$ cat src/rtl/board_io_pkg.sv
// rtl/board_io_pkg.sv - shared constants and repeat FSM encoding for board input conditioning
package board_io_pkg;

    localparam int DEBOUNCE_1MS        = 100_000;
    localparam int REPEAT_DELAY_500MS  = 50_000_000;
    localparam int REPEAT_PERIOD_100MS = 10_000_000;

    localparam int BTN_CENTER = 0;
    localparam int BTN_UP     = 1;
    localparam int BTN_RIGHT  = 2;
    localparam int BTN_LEFT   = 3;
    localparam int BTN_DOWN   = 4;

    typedef enum logic [1:0] {
        RPT_IDLE = 2'd0,
        RPT_HOLD = 2'd1,
        RPT_RPT  = 2'd2
    } rpt_state_e;

endpackage

$ cat src/rtl/input_conditioner_if.sv
// rtl/input_conditioner_if.sv - raw input and conditioned event bundle
interface input_conditioner_if #(
    parameter int N = 5
);
    logic [N-1:0] raw_in_i;
    logic [N-1:0] level_o;
    logic [N-1:0] press_o;
    logic [N-1:0] release_o;
    logic [N-1:0] rpt_o;

    modport master (
        output raw_in_i,
        input  level_o,
        input  press_o,
        input  release_o,
        input  rpt_o
    );

    modport slave (
        input  raw_in_i,
        output level_o,
        output press_o,
        output release_o,
        output rpt_o
    );
endinterface

$ cat src/rtl/debounce_channel.sv
// rtl/debounce_channel.sv - one input: synchronizer, debounce, edge pulses, hold-to-repeat
module debounce_channel
    import board_io_pkg::*;
#(
    parameter int DEBOUNCE_CYCLES = DEBOUNCE_1MS,
    parameter int REPEAT_DELAY    = REPEAT_DELAY_500MS,
    parameter int REPEAT_PERIOD   = REPEAT_PERIOD_100MS,
    parameter bit RPT_EN          = 1'b1
) (
    input  logic clk,
    input  logic reset,
    input  logic raw_i,
    output logic level_o,
    output logic press_o,
    output logic release_o,
    output logic rpt_o
);

    localparam int CW  = (DEBOUNCE_CYCLES > 1) ? $clog2(DEBOUNCE_CYCLES) : 1;
    localparam int DW  = $clog2(REPEAT_DELAY);
    localparam int PW  = $clog2(REPEAT_PERIOD);
    localparam int RW0 = (DW > PW) ? DW : PW;
    localparam int RW  = (RW0 > 0) ? RW0 : 1;

    logic          s1_q, s2_q;
    logic          level_q, press_q, release_q, rpt_q, rpt_d;
    logic [CW-1:0] cnt_q;
    logic [RW-1:0] rcnt_q, rcnt_d;
    rpt_state_e    state_q, state_d;
    logic          accept, rise_d, fall_d;

    // The repeat FSM reacts to the accepted edge on the same clock that press/release register,
    // so the first repeat lands exactly REPEAT_DELAY cycles after the press pulse.
    assign accept = (s2_q != level_q) && (cnt_q == CW'(DEBOUNCE_CYCLES - 1));
    assign rise_d = accept & s2_q;
    assign fall_d = accept & ~s2_q;

    always_ff @(posedge clk) begin
        if (!reset) begin
            s1_q      <= 1'b0;
            s2_q      <= 1'b0;
            level_q   <= 1'b0;
            press_q   <= 1'b0;
            release_q <= 1'b0;
            rpt_q     <= 1'b0;
            cnt_q     <= '0;
            rcnt_q    <= '0;
            state_q   <= RPT_IDLE;
        end else begin
            s1_q      <= raw_i;
            s2_q      <= s1_q;
            press_q   <= rise_d;
            release_q <= fall_d;
            rpt_q     <= rpt_d;
            rcnt_q    <= rcnt_d;
            state_q   <= state_d;
            if (s2_q == level_q) begin
                cnt_q <= '0;
            end else if (accept) begin
                level_q <= s2_q;
                cnt_q   <= '0;
            end else begin
                cnt_q <= cnt_q + CW'(1);
            end
        end
    end

    always_comb begin
        state_d = state_q;
        rcnt_d  = rcnt_q;
        rpt_d   = 1'b0;
        if (RPT_EN) begin
            case (state_q)
                RPT_IDLE: begin
                    if (rise_d) begin
                        state_d = RPT_HOLD;
                        rcnt_d  = '0;
                    end
                end
                RPT_HOLD: begin
                    if (fall_d) begin
                        state_d = RPT_IDLE;
                    end else if (rcnt_q == RW'(REPEAT_DELAY - 1)) begin
                        rpt_d   = 1'b1;
                        rcnt_d  = '0;
                        state_d = RPT_RPT;
                    end else begin
                        rcnt_d = rcnt_q + RW'(1);
                    end
                end
                RPT_RPT: begin
                    if (fall_d) begin
                        state_d = RPT_IDLE;
                    end else if (rcnt_q == RW'(REPEAT_PERIOD - 1)) begin
                        rpt_d  = 1'b1;
                        rcnt_d = '0;
                    end else begin
                        rcnt_d = rcnt_q + RW'(1);
                    end
                end
                default: state_d = RPT_IDLE;
            endcase
        end
    end

    assign level_o   = level_q;
    assign press_o   = press_q;
    assign release_o = release_q;
    assign rpt_o     = rpt_q;

endmodule

$ cat src/rtl/input_conditioner.sv
// rtl/input_conditioner.sv - N independent debounced channels with per-channel autorepeat
module input_conditioner
    import board_io_pkg::*;
#(
    parameter int           N               = 5,
    parameter int           DEBOUNCE_CYCLES = DEBOUNCE_1MS,
    parameter int           REPEAT_DELAY    = REPEAT_DELAY_500MS,
    parameter int           REPEAT_PERIOD   = REPEAT_PERIOD_100MS,
    parameter logic [N-1:0] RPT_MASK        = N'((1 << BTN_LEFT) | (1 << BTN_RIGHT))
) (
    input logic                clk,
    input logic                reset,
    input_conditioner_if.slave io
);

    logic [N-1:0] level_w, press_w, release_w, rpt_w;

    for (genvar i = 0; i < N; i++) begin : g_ch
        debounce_channel #(
            .DEBOUNCE_CYCLES(DEBOUNCE_CYCLES),
            .REPEAT_DELAY   (REPEAT_DELAY),
            .REPEAT_PERIOD  (REPEAT_PERIOD),
            .RPT_EN         (RPT_MASK[i])
        ) u_ch (
            .clk      (clk),
            .reset    (reset),
            .raw_i    (io.raw_in_i[i]),
            .level_o  (level_w[i]),
            .press_o  (press_w[i]),
            .release_o(release_w[i]),
            .rpt_o    (rpt_w[i])
        );
    end

    assign io.level_o   = level_w;
    assign io.press_o   = press_w;
    assign io.release_o = release_w;
    assign io.rpt_o     = rpt_w;

endmodule

$ cat src/flat_wrapper.sv
// flat-port wrapper written by rule: the top's interface ports become plain ports
module input_conditioner_flat import board_io_pkg::*;
#(
    parameter int           N               = 5,
    parameter int           DEBOUNCE_CYCLES = DEBOUNCE_1MS,
    parameter int           REPEAT_DELAY    = REPEAT_DELAY_500MS,
    parameter int           REPEAT_PERIOD   = REPEAT_PERIOD_100MS,
    parameter logic [N-1:0] RPT_MASK        = N'((1 << BTN_LEFT) | (1 << BTN_RIGHT))
)
  (clk, reset, io_raw_in_i, io_level_o, io_press_o, io_release_o, io_rpt_o);
  input_conditioner_if #(.N(N)) io_i ();
  input logic clk;
  input logic reset;
  input wire logic [$bits(io_i.raw_in_i)-1:0] io_raw_in_i;
  output wire logic [$bits(io_i.level_o)-1:0] io_level_o;
  output wire logic [$bits(io_i.press_o)-1:0] io_press_o;
  output wire logic [$bits(io_i.release_o)-1:0] io_release_o;
  output wire logic [$bits(io_i.rpt_o)-1:0] io_rpt_o;
  assign io_i.raw_in_i = io_raw_in_i;
  assign io_level_o = io_i.level_o;
  assign io_press_o = io_i.press_o;
  assign io_release_o = io_i.release_o;
  assign io_rpt_o = io_i.rpt_o;
  input_conditioner #(.N(N), .DEBOUNCE_CYCLES(DEBOUNCE_CYCLES), .REPEAT_DELAY(REPEAT_DELAY), .REPEAT_PERIOD(REPEAT_PERIOD), .RPT_MASK(RPT_MASK)) u_core (.clk(clk), .reset(reset), .io(io_i));
endmodule
$ cat config.mk
export PLATFORM = sky130hd
export DESIGN_NAME = input_conditioner_flat
export DESIGN_NICKNAME = d
export VERILOG_FILES = /design/src/rtl/board_io_pkg.sv /design/src/rtl/input_conditioner_if.sv /design/src/rtl/debounce_channel.sv /design/src/rtl/input_conditioner.sv /design/src/flat_wrapper.sv
export SDC_FILE = /design/constraint.sdc
export NUM_CORES = 1
export LEC_CHECK = 0
export CELL_PAD_IN_SITES_DETAIL_PLACEMENT = 1
export CELL_PAD_IN_SITES_GLOBAL_PLACEMENT = 2
export CORE_ASPECT_RATIO = 1.2
export CORE_MARGIN = 4
export CORE_UTILIZATION = 41
export DETAILED_ROUTE_END_ITERATION = 8
export PLACE_DENSITY_LB_ADDON = 0.1
export SYNTH_ARGS = -nofsm -noshare
export SYNTH_HDL_FRONTEND = slang
export SYNTH_SLANG_ARGS = --single-unit
$ cat constraint.sdc
create_clock -name clk -period 6.26 [get_ports clk]
set_input_delay 1.565 -clock clk [delete_from_list [all_inputs] [get_ports clk]]
set_output_delay 1.565 -clock clk [all_outputs]
set_load 0.03 [all_outputs]
==> qor.csv <==
stage;metric;value;unit
run_status;status;finished, final reports clean;
power_and_ir_drop;intPower;0.001681;W
power_and_ir_drop;power_switching;0.0004852;W
setup_path;end_kind;flip-flop;
flow_run;max_cap_violations;0;
synth;synth.most_common_cell;dfxtp_1;
placement;placed_cells;1194;
power_and_ir_drop;p_seq_frac;0.497;
setup_path;startpoint_type;primary input;
floorplan;num_rows;55;
power_and_ir_drop;p_leak;2.974;nW
synth;synth_largest_area_cell;dfxtp_1;
drt;wl;19.52;mm
synth;syn-cell-area;8069;µm²
clock_tree;htreeDepth;4;
floorplan;io_pins;27;
drt;drc;0;
sta;rsz0062_at_grt;false;
synth;ys_ff_latch;168;
clock_tree;cts.path.max_buffers;2;
setup_path;worstRegToRegCells;8;
floorplan;fp.dieW;136.1;µm
finish;seqCellArea;3363;µm²
sta;final.period_utilization;0.5315;
floorplan;start_util;0.4218;
floorplan;fp.coreArea;19130;µm²
power_and_ir_drop;p_per_area;242.3;nW/µm²
clock_tree;cts_buffers;17;
finish;multi_input_area;4303;µm²
grt;grt_use_total;0.1815;
setup_path;regToRegEndpoint;u_core.g_ch[2].u_ch.rcnt_q[0];
finish;n_antenna_cell;0;
placement;dp_hpwl;13.74;mm
drt;first_pass_iters;4;
placement;place.gp.congestion;0.7919;
finish;instances_no_fill;1227;
sta;slew_headroom;0.3110;
sta;period_needed;3.327;ns
grt;grt_pass1_wl;33.38;mm
drt;num_vias;6830;
synth;synth-seq-area-share;0.4168;
synth;yosys-top-cells-count;dfxtp_1 (168), nor2_1 (148), nand2_1 (82), nand3_1 (54), xor2_1 (45);
power_and_ir_drop;switching_share;0.2240;
synth;synth.yosys.warnings;0;
hold_path;min_to;u_core.g_ch[2].u_ch.s2_q;
power_and_ir_drop;clockPowerShare;0.479;
grt;grt-ovfl-total;0;
synth;ys.flop_type;dfxtp_1;
clock_tree;root_buffer;clkbuf_16;
setup_path;ff2ff_setup_slack;3.13;ns
synth;ys_top_cells_by_area;dfxtp_1 (42%), nor2_1 (6.9%), xor2_1 (4.9%);
power_and_ir_drop;combPwrFrac;0.024;
drt;avgViaCountPerCell;5.566;
clock_tree;cts_sinks;168;
synth;async_flop_share;0;
clock_tree;cts_resized;0;
hold_path;hp-start;u_core.g_ch[2].u_ch.s1_q;
synth;avgSynthCellArea;8.414;µm²
drt;drt_iter0_markers;197;
clock_tree;post_cts_buffers;0;
setup_path;path_class;primary input to flip-flop;
sta;fin_tns_setup;0;ns
setup_path;critPathMaxFanout;48;
sta;finalSetupViolations;0;
hold_path;hold_class;flip-flop to flip-flop;
placement;placed_area;8354;µm²
sta;hold_viol_final;0;
sta;worstMarginPinSlew;1.033;ns
placement;portBuffers;23;
synth;synth-edff-count;0;
clock_tree;tritoncts;built;
synth;syn_inst;959;
finish;stdcell_area;8939;µm²
floorplan;die_h;161.7;µm
clock_tree;path_clk_slew;0.06;ns
sta;fin_skew;0.01008;ns
grt;grt_max_degree;49;
setup_path;critPathArrivalTime;3.70;ns
setup_path;required;6.63;ns
power_and_ir_drop;ir_drop;197.7;µV
hold_path;hold_depth;1;
drt;postRouteAntennaNets;0;
finish;drive_gt1_frac;0.05870;
finish;fin_nets;978;
finish;fill_cells;2320;
synth;synth.distinct_cells;73;
sta;drv_slew;0;
grt;grt_pass1_vias;6950;
drt;wire_per_inst;15.91;µm
setup_path;r2r_start;u_core.g_ch[2].u_ch.cnt_q[0];
floorplan;die_area;22000;µm²
finish;area_growth;10.78;%
clock_tree;clock_latency;0.43;ns
sta;fmax;0.3006;GHz
clock_tree;cts_hold_buf;0;
grt;antenna_found_initial;0;
synth;synth_top_area_share;0.4168;
cell families (layout without fill, tap and decap cells):
| group | count (synthesis) | count (layout) | synth area share |
|---|---|---|---|
| AOI/OAI and AO/OA | 133 | 133 | 0.1116 |
| adders and majority gates | 13 | 13 | 0.02016 |
| DFF | 168 | 168 | 0.4168 |
| xor gates and xnor gates | 76 | 76 | 0.08249 |
| other | 1 | 3 | 0.0004647 |
| muxes | 7 | 7 | 0.009149 |
| buffers and inverters | 79 | 89 | 0.05225 |
| and+or+nand+nor | 482 | 482 | 0.3070 |
worst max-delay path, cell delays in order:
cell	delay (ns)
buf_2	0.07
buf_4	0.40
nand2_1	0.16
o22a_4	0.39
nor2_1	0.60
buf_4	0.33
mux2_2	0.17
power groups by stage:
stage	Sequential [W]	Combinational (W)	Clock, W
finish	0.00108	0.0000529	0.00104
detailed placement	0.00110	0.0000530	0
floorplan	0.00110	0.0000382	0
global route	0.00108	0.0000591	0.00112
CTS	0.00108	0.0000536	0.00107
global placement	0.00110	0.0000506	0
layer usage:
metal	up-vias	global-route usage	part of all wire
met1	3372	0.2202	0.45
met5	-	0	0
li1	3390	-	-
met3	16	0.02912	0.018
met4	0	0.05133	0.012
met2	52	0.3290	0.52
layout by cell type (no fill, tap or decap), types with 17 or more instances in the layout:
cell type / Yosys / final
a21oi_1: 25 / 25
a22o_1: 18 / 18
and3_1: 27 / 27
clkbuf_16: 0 / 17
clkdlybuf4s50_1: 0 / 22
dfxtp_1: 168 / 168
inv_1: 28 / 28
nand2_1: 82 / 82
nand3_1: 54 / 54
nand4_1: 35 / 35
nor2_1: 148 / 148
nor3_1: 34 / 34
nor4_1: 17 / 17
o21ai_0: 27 / 27
xnor2_1: 31 / 31
xor2_1: 45 / 45
worst max-delay path by stage:
stage,startpoint,end,slack [ns],cells past startpoint
final,reset,u_core.g_ch[2].u_ch.rcnt_q[0],2.93,7
after global placement,reset,u_core.g_ch[2].u_ch.rcnt_q[0],2.56,7
after CTS,reset,u_core.g_ch[2].u_ch.rcnt_q[0],2.88,7
after global routing,reset,u_core.g_ch[2].u_ch.rcnt_q[3],2.69,7
after floorplan,reset,u_core.g_ch[3].u_ch.state_q[1],3.58,5
after detailed placement,reset,u_core.g_ch[2].u_ch.rcnt_q[3],2.41,7
area by class of cell:
cell class,count,share of cell area
timing repair buffer,29,0.03024
inverter,28,0.01176
multi-input combinational,714,0.4814
tap,256,0.03583
clock inverter,13,0.01610
clock buffer,19,0.04843
sequential,168,0.3763
flip-flops by register name, indices dropped and copies added (netlist names):
signal,flops
u_core.g_ch.u_ch.rcnt_q,52
u_core.g_ch.u_ch.release_o,5
u_core.g_ch.u_ch.press_o,5
u_core.g_ch.u_ch.s1_q,5
u_core.g_ch.u_ch.level_o,5
u_core.g_ch.u_ch.state_q,4
u_core.g_ch.u_ch.s2_q,5
u_core.g_ch.u_ch.rpt_o,2
u_core.g_ch.u_ch.cnt_q,85
metrics by stage:
step / util / worst slack (ns) / total power, W / hold WS [ns]
after floorplan: - / 3.577 / 0.001138 / 0.4119
after global placement: 0.4367 / 2.564 / 0.001151 / 0.4220
after detailed placement: 0.4367 / 2.410 / 0.001154 / 0.4223
after CTS: 0.4668 / 2.878 / 0.002202 / 0.4447
after global routing: 0.4672 / 2.686 / 0.002255 / 0.4588
final: 0.4672 / 2.933 / 0.002166 / 0.4384
No activity file was read; power rests on OpenSTA's default activity.
